<file path="src/rtl/jtag_dtm_tap.sv">
// jtag_dtm_tap: the SoC-side JTAG Debug Transport Module.
// The JTAG pins are oversampled in the clk domain. The module runs the
// 1149.1 TAP controller and provides the IDCODE, DTMCS, DMI and BYPASS
// data registers. A completed DMI scan is turned into a valid/ready
// request toward the debug module.
module jtag_dtm_tap #(
    parameter logic [31:0] IDCODE      = 32'h1000_0A6F,
    parameter int          ABITS       = 7,
    parameter int          SYNC_STAGES = 2
) (
    input  logic               clk,
    input  logic               reset,
    input  logic               tck_i,
    input  logic               tms_i,
    input  logic               tdi_i,
    output logic               tdo_o,
    output logic               dmi_req_valid_o,
    input  logic               dmi_req_ready_i,
    output logic [ABITS+33:0]  dmi_req_o,
    input  logic               dmi_resp_valid_i,
    input  logic [33:0]        dmi_resp_i,
    output logic               dmi_hard_reset_o
);

    localparam int          DMI_W     = ABITS + 34;
    localparam logic [4:0]  IR_IDCODE = 5'h01;
    localparam logic [4:0]  IR_DTMCS  = 5'h10;
    localparam logic [4:0]  IR_DMI    = 5'h11;
    localparam logic [5:0]  ABITS_F   = 6'(ABITS);

    typedef enum logic [3:0] {
        TLR, RTI,
        SEL_DR, CAP_DR, SHIFT_DR, EXIT1_DR, PAUSE_DR, EXIT2_DR, UPD_DR,
        SEL_IR, CAP_IR, SHIFT_IR, EXIT1_IR, PAUSE_IR, EXIT2_IR, UPD_IR
    } tap_state_t;

    typedef enum logic [1:0] {DR_BYPASS, DR_IDCODE, DR_DTMCS, DR_DMI} dr_sel_t;

    // ---------------------------------------------------------------
    // Pin synchronisers and TCK edge detection
    // ---------------------------------------------------------------
    logic [SYNC_STAGES-1:0] tck_sync, tms_sync, tdi_sync;
    logic tck_prev;
    logic tck_s, tms_s, tdi_s;
    logic tck_rise, tck_fall;

    assign tck_s    = tck_sync[SYNC_STAGES-1];
    assign tms_s    = tms_sync[SYNC_STAGES-1];
    assign tdi_s    = tdi_sync[SYNC_STAGES-1];
    assign tck_rise = tck_s & ~tck_prev;
    assign tck_fall = ~tck_s & tck_prev;

    // Shift the JTAG pins through flop chains; keep the last synced TCK.
    always_ff @(posedge clk) begin
        if (reset) begin
            tck_sync <= '0;
            tms_sync <= '0;
            tdi_sync <= '0;
            tck_prev <= 1'b0;
        end else begin
            tck_sync <= {tck_sync[SYNC_STAGES-2:0], tck_i};
            tms_sync <= {tms_sync[SYNC_STAGES-2:0], tms_i};
            tdi_sync <= {tdi_sync[SYNC_STAGES-2:0], tdi_i};
            tck_prev <= tck_s;
        end
    end

    // ---------------------------------------------------------------
    // TAP controller; tap_state is the observable controller state
    // ---------------------------------------------------------------
    tap_state_t tap_state, state_next;

    // TAP state register.
    always_ff @(posedge clk) begin
        if (reset) tap_state <= TLR;
        else       tap_state <= state_next;
    end

    // Standard 1149.1 transitions, taken only on a detected TCK rise.
    always_comb begin
        state_next = tap_state;
        if (tck_rise) begin
            case (tap_state)
                TLR:      state_next = tms_s ? TLR      : RTI;
                RTI:      state_next = tms_s ? SEL_DR   : RTI;
                SEL_DR:   state_next = tms_s ? SEL_IR   : CAP_DR;
                CAP_DR:   state_next = tms_s ? EXIT1_DR : SHIFT_DR;
                SHIFT_DR: state_next = tms_s ? EXIT1_DR : SHIFT_DR;
                EXIT1_DR: state_next = tms_s ? UPD_DR   : PAUSE_DR;
                PAUSE_DR: state_next = tms_s ? EXIT2_DR : PAUSE_DR;
                EXIT2_DR: state_next = tms_s ? UPD_DR   : SHIFT_DR;
                UPD_DR:   state_next = tms_s ? SEL_DR   : RTI;
                SEL_IR:   state_next = tms_s ? TLR      : CAP_IR;
                CAP_IR:   state_next = tms_s ? EXIT1_IR : SHIFT_IR;
                SHIFT_IR: state_next = tms_s ? EXIT1_IR : SHIFT_IR;
                EXIT1_IR: state_next = tms_s ? UPD_IR   : PAUSE_IR;
                PAUSE_IR: state_next = tms_s ? EXIT2_IR : PAUSE_IR;
                EXIT2_IR: state_next = tms_s ? UPD_IR   : SHIFT_IR;
                UPD_IR:   state_next = tms_s ? SEL_DR   : RTI;
                default:  state_next = TLR;
            endcase
        end
    end

    // ---------------------------------------------------------------
    // Instruction and data registers
    // ---------------------------------------------------------------
    logic [4:0]       ir, ir_shift;
    logic [DMI_W-1:0] dr_shift, dr_shifted, dr_capture;
    dr_sel_t          dr_sel;

    // DMI-side state used by the capture path.
    logic             busy;
    logic [1:0]       sticky;
    logic [ABITS-1:0] last_addr;
    logic [31:0]      resp_data;

    // A response landing in the same cycle as a capture is treated as
    // already complete, so the scan sees its data and resulting status.
    logic        resp_now, resp_failed, busy_eff;
    logic [31:0] data_eff;
    logic [1:0]  sticky_eff;

    assign resp_now    = dmi_resp_valid_i & busy;
    assign resp_failed = resp_now & (dmi_resp_i[1:0] != 2'd0);
    assign busy_eff    = busy & ~dmi_resp_valid_i;
    assign data_eff    = resp_now ? dmi_resp_i[33:2] : resp_data;
    assign sticky_eff  = resp_failed ? 2'd2 : sticky;

    // Select the data register addressed by the current instruction.
    always_comb begin
        dr_sel = DR_BYPASS;
        case (ir)
            IR_IDCODE: dr_sel = DR_IDCODE;
            IR_DTMCS:  dr_sel = DR_DTMCS;
            IR_DMI:    dr_sel = DR_DMI;
            default:   dr_sel = DR_BYPASS;
        endcase
    end

    // Capture value and one-bit right shift for the selected DR length.
    always_comb begin
        dr_capture = '0;
        dr_shifted = dr_shift;
        case (dr_sel)
            DR_IDCODE: begin
                dr_capture[31:0] = IDCODE;
                dr_shifted[31:0] = {tdi_s, dr_shift[31:1]};
            end
            DR_DTMCS: begin
                dr_capture[31:0] = {14'd0, 1'b0, 1'b0, 1'b0, 3'd1,
                                    sticky_eff, ABITS_F, 4'd1};
                dr_shifted[31:0] = {tdi_s, dr_shift[31:1]};
            end
            DR_DMI: begin
                dr_capture = {last_addr, data_eff,
                              busy_eff ? 2'd3 : sticky_eff};
                dr_shifted = {tdi_s, dr_shift[DMI_W-1:1]};
            end
            default: begin
                dr_shifted[0] = tdi_s;
            end
        endcase
    end

    // IR/DR capture and shift on TCK rise; TDO and Update-IR on TCK fall.
    always_ff @(posedge clk) begin
        if (reset) begin
            ir       <= IR_IDCODE;
            ir_shift <= '0;
            dr_shift <= '0;
            tdo_o    <= 1'b0;
        end else begin
            if (tap_state == TLR) ir <= IR_IDCODE;
            if (tck_rise) begin
                case (tap_state)
                    CAP_IR:   ir_shift <= 5'b00001;
                    SHIFT_IR: ir_shift <= {tdi_s, ir_shift[4:1]};
                    CAP_DR:   dr_shift <= dr_capture;
                    SHIFT_DR: dr_shift <= dr_shifted;
                    default:  ;
                endcase
            end
            if (tck_fall) begin
                case (tap_state)
                    SHIFT_IR: tdo_o <= ir_shift[0];
                    SHIFT_DR: tdo_o <= dr_shift[0];
                    UPD_IR:   ir    <= ir_shift;
                    default:  ;
                endcase
            end
        end
    end

    // ---------------------------------------------------------------
    // DMI request / response side
    // ---------------------------------------------------------------
    logic             cap_dmi_evt, upd_dr_evt;
    logic [1:0]       upd_op;
    logic [31:0]      upd_data;
    logic [ABITS-1:0] upd_addr;
    logic             upd_is_access;

    assign cap_dmi_evt   = tck_rise & (tap_state == CAP_DR) & (dr_sel == DR_DMI);
    assign upd_dr_evt    = tck_fall & (tap_state == UPD_DR);
    assign upd_op        = dr_shift[1:0];
    assign upd_data      = dr_shift[33:2];
    assign upd_addr      = dr_shift[DMI_W-1:34];
    assign upd_is_access = (upd_op == 2'd1) || (upd_op == 2'd2);

    // Handshake: dmi_req_valid_o stays high with dmi_req_o frozen until the
    // first cycle where dmi_req_ready_i is also high; a transfer happens in
    // that cycle and valid drops on the next edge. busy then covers the
    // interval until the single-cycle dmi_resp_valid_i strobe.
    // Later assignments in this block take priority over earlier ones.
    always_ff @(posedge clk) begin
        if (reset) begin
            dmi_req_valid_o  <= 1'b0;
            dmi_req_o        <= '0;
            dmi_hard_reset_o <= 1'b0;
            busy             <= 1'b0;
            sticky           <= 2'd0;
            last_addr        <= '0;
            resp_data        <= '0;
        end else begin
            dmi_hard_reset_o <= 1'b0;
            if (dmi_req_valid_o && dmi_req_ready_i) dmi_req_valid_o <= 1'b0;
            if (resp_now) begin
                busy      <= 1'b0;
                resp_data <= dmi_resp_i[33:2];
                if (resp_failed) sticky <= 2'd2;
            end
            if (cap_dmi_evt && busy_eff) sticky <= 2'd3;
            if (upd_dr_evt) begin
                case (dr_sel)
                    DR_DTMCS: begin
                        if (dr_shift[17]) begin
                            sticky           <= 2'd0;
                            busy             <= 1'b0;
                            dmi_req_valid_o  <= 1'b0;
                            dmi_hard_reset_o <= 1'b1;
                        end else if (dr_shift[16]) begin
                            sticky <= 2'd0;
                        end
                    end
                    DR_DMI: begin
                        if (upd_is_access) begin
                            if (busy) begin
                                sticky <= 2'd3;
                            end else if (sticky == 2'd0) begin
                                dmi_req_o       <= {upd_addr, upd_data, upd_op};
                                dmi_req_valid_o <= 1'b1;
                                busy            <= 1'b1;
                                last_addr       <= upd_addr;
                            end
                        end
                    end
                    default: ;
                endcase
            end
            if (tap_state == TLR) sticky <= 2'd0;
        end
    end

endmodule

</file>
<file path="config.mk">
export PLATFORM = sky130hd
export DESIGN_NAME = jtag_dtm_tap
export DESIGN_NICKNAME = d
export VERILOG_FILES = /design/src/rtl/jtag_dtm_tap.sv
export SDC_FILE = /design/constraint.sdc
export NUM_CORES = 1
export LEC_CHECK = 0
export ABC_AREA = 1
export CORE_UTILIZATION = 56
export CTS_BUF_LIST = sky130_fd_sc_hd__clkbuf_8
export DETAILED_ROUTE_END_ITERATION = 7
export PLACE_DENSITY = 0.81
export SYNTH_ARGS = -nofsm -noshare
export SYNTH_HDL_FRONTEND = slang
export SYNTH_SLANG_ARGS = --single-unit
</file>
<file path="constraint.sdc">
create_clock -name clk -period 3.2 [get_ports clk]
set_input_delay 0.48 -clock clk [delete_from_list [all_inputs] [get_ports clk]]
set_output_delay 0.48 -clock clk [all_outputs]
set_load 0.005 [all_outputs]
</file>
-- Word level (Yosys, flattened, before mapping)
Cells that the tools add are included.
- input bits: 41
- register bits: 148
- logic and storage cells: 130
- output and inout port bits: 44
- bitwise logic cells: 14
- multiplexer cells: 51
- equality and inequality tests: 25
- reductions and logical operators: 22
- operators by type and width (cell ; count):
    32-bit case mux with 3 select lines ; 1
    41-bit case mux with 2 select lines ; 1
    31-bit case mux with 2 select lines ; 1
    4-bit case mux with 12 select lines ; 1
    4-bit == test (second input constant) ; 8
    32-bit 2-to-1 mux ; 1
    2-bit 2-to-1 mux ; 12
    9-bit 2-to-1 mux ; 2
    1-bit 2-to-1 mux ; 17
    4-bit by 3-bit == test with 1-bit output (second input constant) ; 4
    4-bit 2-to-1 mux ; 4
    5-bit 2-to-1 mux ; 3
    5-bit == test (second input constant) ; 2
    5-bit case mux with 2 select lines ; 1
    3-bit OR reduction ; 3
    1-bit bitwise AND ; 8
    4-bit by 2-bit == test with 1-bit output (second input constant) ; 2
    2-bit nonzero test ; 4
    2-bit OR reduction ; 4
    2-bit == test (second input constant) ; 3
    3-bit 2-to-1 mux ; 2
    1-bit NOT ; 6
    1-bit case mux with 2 select lines ; 3
    2-bit case mux with 3 select lines ; 1
    other kinds (13) ; 18

-- Logic depth before layout (Yosys ltp)
- depth in word-level cells: 10
- depth in mapped cells: 12
- mapped depth without buffers: 11

-- Worst setup path after synthesis
OpenSTA, ideal clock, no wires.
- kind: in2reg
- start: in dmi_resp_valid_i
- end: reg dr_shift[8]
- library setup time: 122 ps
- stages: 7
- data arrival time: 1463 ps
- path buffers: 1
- data required time: 3078 ps
- path slack: 1615 ps
- path through: nand2_1 -> inv_1 -> clkbuf_1 -> or2_2 -> o21a_1 -> a21boi_0 -> a21oi_2
- longest elaborated chain between the ends: 4
- ends and longest elaborated chain (item ; RTL line ; source):
    start, declared ; 20 ; input logic dmi_resp_valid_i,
    1-bit bitwise AND ; 124 ; assign resp_now = dmi_resp_valid_i & busy;
    32-bit 2-to-1 mux ; - ;
    32-bit case mux with 3 select lines ; 145 ; case (dr_sel)
    41-bit case mux with 2 select lines ; 176 ; case (tap_state)
    end signal, assigned ; 179 ; CAP_DR: dr_shift <= dr_capture;
    end signal, assigned ; 180 ; SHIFT_DR: dr_shift <= dr_shifted;
    end, declared ; 109 ; logic [DMI_W-1:0] dr_shift, dr_shifted, dr_capture;
Every way passes these cells.
A chain may end at the register's enable or synchronous reset.

-- Worst setup path in the final report
- start: reg tap_state[0]
- end: reg dr_shift[20]
- longest elaborated chain between the ends: 3
- elaborated cells on any way between the ends: 6
- those cells by class: eq/ne: 3; mux: 1; reduce/logical: 2
- ends and longest elaborated chain (item ; RTL line ; source):
    start, declared ; 71 ; tap_state_t tap_state, state_next;
    start signal, assigned ; 76 ; else tap_state <= state_next;
    4-bit by 3-bit == test with 1-bit output / 4-bit by 2-bit == test with 1-bit output (equally long branches) ; 176 ;
    3-bit inequality test (no source line) / 2-bit nonzero test (equally long branches) ; - ;
    3-bit AND reduction (no source line) ; - ;
Parallel ways exist; a longest one is shown, timed or not.

==> flow_metrics.env <==
export IMPL_reg2reg_to="dr_shift[20]"
export IMPL_grt_max_degree=83
export IMPL_ant_nets=0
export IMPL_fin_nets=1085
export IMPL_place_congestion=0.8983
export IMPL_crit_fanout=29
export IMPL_cts_sinks=141
export IMPL_finalHoldViolCount=0
export IMPL_ioPinCount=85
export IMPL_ys_seq_area_frac=0.4307
export IMPL_cp_start_kind="register"
export IMPL_end_kind="register"
export IMPL_area_growth_pct=19.59
export IMPL_maxSlewViolCount=0
export IMPL_clk_pin_slew_ns=0.08
export IMPL_final_setup_viol_count=0
export IMPL_synth_compound_area_frac=0.1298
export IMPL_grt_ovfl_total=0
export IMPL_synthCells=979
export IMPL_avgViaCountPerCell=4.987
export IMPL_diodes=0
export IMPL_placed_cells=1168
export IMPL_synth_top_cell_area_share=0.4307
export IMPL_fin_hold_ws_ns=0.4041
export IMPL_rsz0062_at_grt="false"
export IMPL_internal_power_w=0.002656
export IMPL_power_switching_share=0.2201
export IMPL_drc=0
export IMPL_synth_adder_area_share=0
export IMPL_vias=5984
export IMPL_core_area_sq_mm=0.01142
export IMPL_muxShareOfSynthArea=0
export IMPL_cts_buffers_inserted=17
export IMPL_antenna_found_initial=0
export IMPL_dieArea_sq_mm=0.01214
export IMPL_synth_distinct_cells=31
export IMPL_crit_required_ns=3.53
export IMPL_hpwl_um=10080
export IMPL_hold_path_class="reg2reg"
export IMPL_grt_pass1_vias=5378
export IMPL_run_status="finished, final reports clean"
export IMPL_clkPwrFrac=0.453
export IMPL_period_needed_ns=2.479
export IMPL_maxCapViolCount=0
export IMPL_ir_drop_mv=0.5595
export IMPL_p_sw_w=0.0007493
export IMPL_synth_top_family_by_area="simple AND/OR/NAND/NOR gates"
export IMPL_worst_pin_slew_ns=0.7504
export IMPL_p_per_area_mw_per_mm2=434.4
export IMPL_core_rowCount=39
export IMPL_max_freq_ghz=0.4033
export IMPL_post_cts_buffers=0
export IMPL_total_power_w=0.003405
export IMPL_cts_tree="built"
export IMPL_fin_skew_ns=0.008328
export IMPL_synth_xor_area_share=0.001336
export IMPL_cts_buffer_depth=2
export IMPL_synthSimpleGateAreaFrac=0.3267
export IMPL_die_width_um=110.2
export IMPL_netlist_top_cells_area="dfxtp_1, nand2_1, nor2_1"
export IMPL_seq_power_share=0.517
export IMPL_avgSynthCellArea_sq_um=6.694
export IMPL_track_usage=0.2652
export IMPL_first_iter_violations=422
export IMPL_r2r_slack_ns=0.72
export IMPL_die_y_um=110.2
export IMPL_route_detailed_wl_per_inst_um=12.47
export IMPL_slew_headroom=0.4992
export IMPL_endpoint="dr_shift[20]"
export IMPL_worstSetupPathType="reg2reg"
export IMPL_cts_hold_buf=0
export IMPL_finalSetupTns_ns=0
export IMPL_ys_seq_elements=141
export IMPL_yosysWarnings=0
export IMPL_drt_pass1_iterations=6
export IMPL_finalWirelength_um=14960
export IMPL_fin_crit_sh=0.7748
export IMPL_grt_pass1_wl_um=24760
export IMPL_drive_above_1_share=0.09745
export IMPL_pwr_share_comb=0.029
export IMPL_reg2reg_from="tap_state[0]"
export IMPL_leakagePower_nw=3.767
export IMPL_initial_core_util=0.5740
export IMPL_clk_latency_ns=0.44
export IMPL_final_cells=1200
export IMPL_clock_root_buffer="clkbuf_8"
export IMPL_port_buffers=84
export IMPL_htree_levels=4
export IMPL_reg2reg_depth=8
export IMPL_syn_area_sq_mm=0.006554
export IMPL_critPathArrivalTime_ns=2.81
export IMPL_postCtsResizedCells=0
export IMPL_crit_start="tap_state[0]"
export IMPL_synth_nets=1020
export IMPL_synth_top_area_cell="dfxtp_1"
cells in the mapped netlist:
library cell / instances
a21boi_0: 3
a21oi_1: 55
a21oi_2: 19
a31oi_1: 3
buf_1: 3
buf_2: 13
buf_4: 2
buf_6: 7
clkbuf_1: 20
dfxtp_1: 141
inv_1: 120
inv_2: 7
inv_6: 1
nand2_1: 264
nand2_2: 3
nand2_4: 1
nand3_1: 21
nand3_2: 1
nand3b_1: 2
nand4_1: 4
nor2_1: 193
nor2_2: 1
nor2_4: 5
nor3_1: 3
o211ai_1: 1
o21a_1: 25
o21ai_0: 26
o21ai_1: 7
o21bai_1: 1
or2_2: 26
xnor2_1: 1
power by group through the flow:
| stage | Sequential, W | Combinational [W] | Clock, W |
|---|---|---|---|
| final | 0.00176 | 0.0000998 | 0.00154 |
| after global routing | 0.00176 | 0.000109 | 0.00166 |
| after CTS | 0.00176 | 0.000100 | 0.00156 |
| after detailed placement | 0.00180 | 0.0000996 | 0 |
| after global placement | 0.00180 | 0.000101 | 0 |
| after floorplan | 0.00180 | 0.0000387 | 0 |
cell usage in the layout (no fill, tap or decap), types with 2 or more instances in the layout:
master | Yosys | layout
nand2_1 | 264 | 264
nor2_1 | 193 | 193
dfxtp_1 | 141 | 141
inv_1 | 120 | 120
clkdlybuf4s50_1 | 0 | 84
a21oi_1 | 55 | 55
or2_2 | 26 | 26
o21ai_0 | 26 | 26
o21a_1 | 25 | 25
nand3_1 | 21 | 21
a21oi_2 | 19 | 19
clkbuf_8 | 0 | 17
inv_2 | 7 | 8
o21ai_1 | 7 | 7
nor2_4 | 5 | 5
clkinvlp_4 | 0 | 5
buf_4 | 2 | 5
nand4_1 | 4 | 4
bufinv_16 | 0 | 4
nand2_2 | 3 | 3
a31oi_1 | 3 | 3
a21boi_0 | 3 | 3
nor3_1 | 3 | 3
inv_6 | 1 | 2
nand3b_1 | 2 | 2
clkinv_2 | 0 | 2
clkinv_4 | 0 | 2
buf_12 | 0 | 2
area by class of cell:
class / count / area, sq um
fill: 1006 / 3581
multi-input combinational: 665 / 3000
sequential: 141 / 2823
timing repair buffer: 91 / 918.4
inverter: 128 / 485.5
clock buffer: 17 / 234.0
clock inverter: 15 / 197.7
tap: 143 / 178.9
registers in the layout, indices dropped and copies added (netlist names), 2 cells and up:
name / count
dmi_req_o: 41
dr_shift: 41
resp_data: 32
ir: 5
ir_shift: 5
tap_state: 4
sticky: 2
tck_sync: 2
tdi_sync: 2
tms_sync: 2
cells by family after synthesis:
logic type      after synthesis
compound gates              140
buf+inv                     173
xor+xnor                      1
simple gates                524
flops                       141
per-layer routing:
metal / part of all wire / vias to the layer above / global-route usage
met5: 0 / - / 0
met4: 0.032 / 0 / 0.1203
met3: 0.043 / 33 / 0.05585
met2: 0.50 / 156 / 0.4656
met1: 0.42 / 2684 / 0.3098
li1: - / 3111 / -
stage by stage:
stage / cell area (sq um) / setup WS [ns] / utilization
6_report: 7838 / 0.7206 / 0.6864
5_1_grt: 7838 / 0.4720 / 0.6864
4_1_cts: 7838 / 0.7339 / 0.6864
3_5_place_dp: 7406 / 0.7079 / 0.6486
3_3_place_gp: 7406 / 0.7345 / 0.6486
2_1_floorplan: 6554 / 1.615 / -
worst min-delay path by stage:
stage | to | from | cells after the start | slack, ns
floorplan | tck_sync[1] | tck_sync[0] | 2 | 0.39
global placement | tck_sync[1] | tck_sync[0] | 2 | 0.39
detailed placement | tms_sync[1] | tms_sync[0] | 2 | 0.40
CTS | tck_sync[1] | tck_sync[0] | 2 | 0.41
global route | tdi_sync[1] | tdi_sync[0] | 2 | 0.43
finish | tck_sync[1] | tck_sync[0] | 2 | 0.40
critical path, stage by stage (launching register included):
cell and delay (ns):
dfxtp_1 0.53, nor2_1 0.16, nand2_2 0.49, inv_6 0.20
nand3_2 0.13, nand2_2 0.06, inv_2 0.43, buf_4 0.28
a21oi_2 0.06
(Power assumes the default switching activity.)
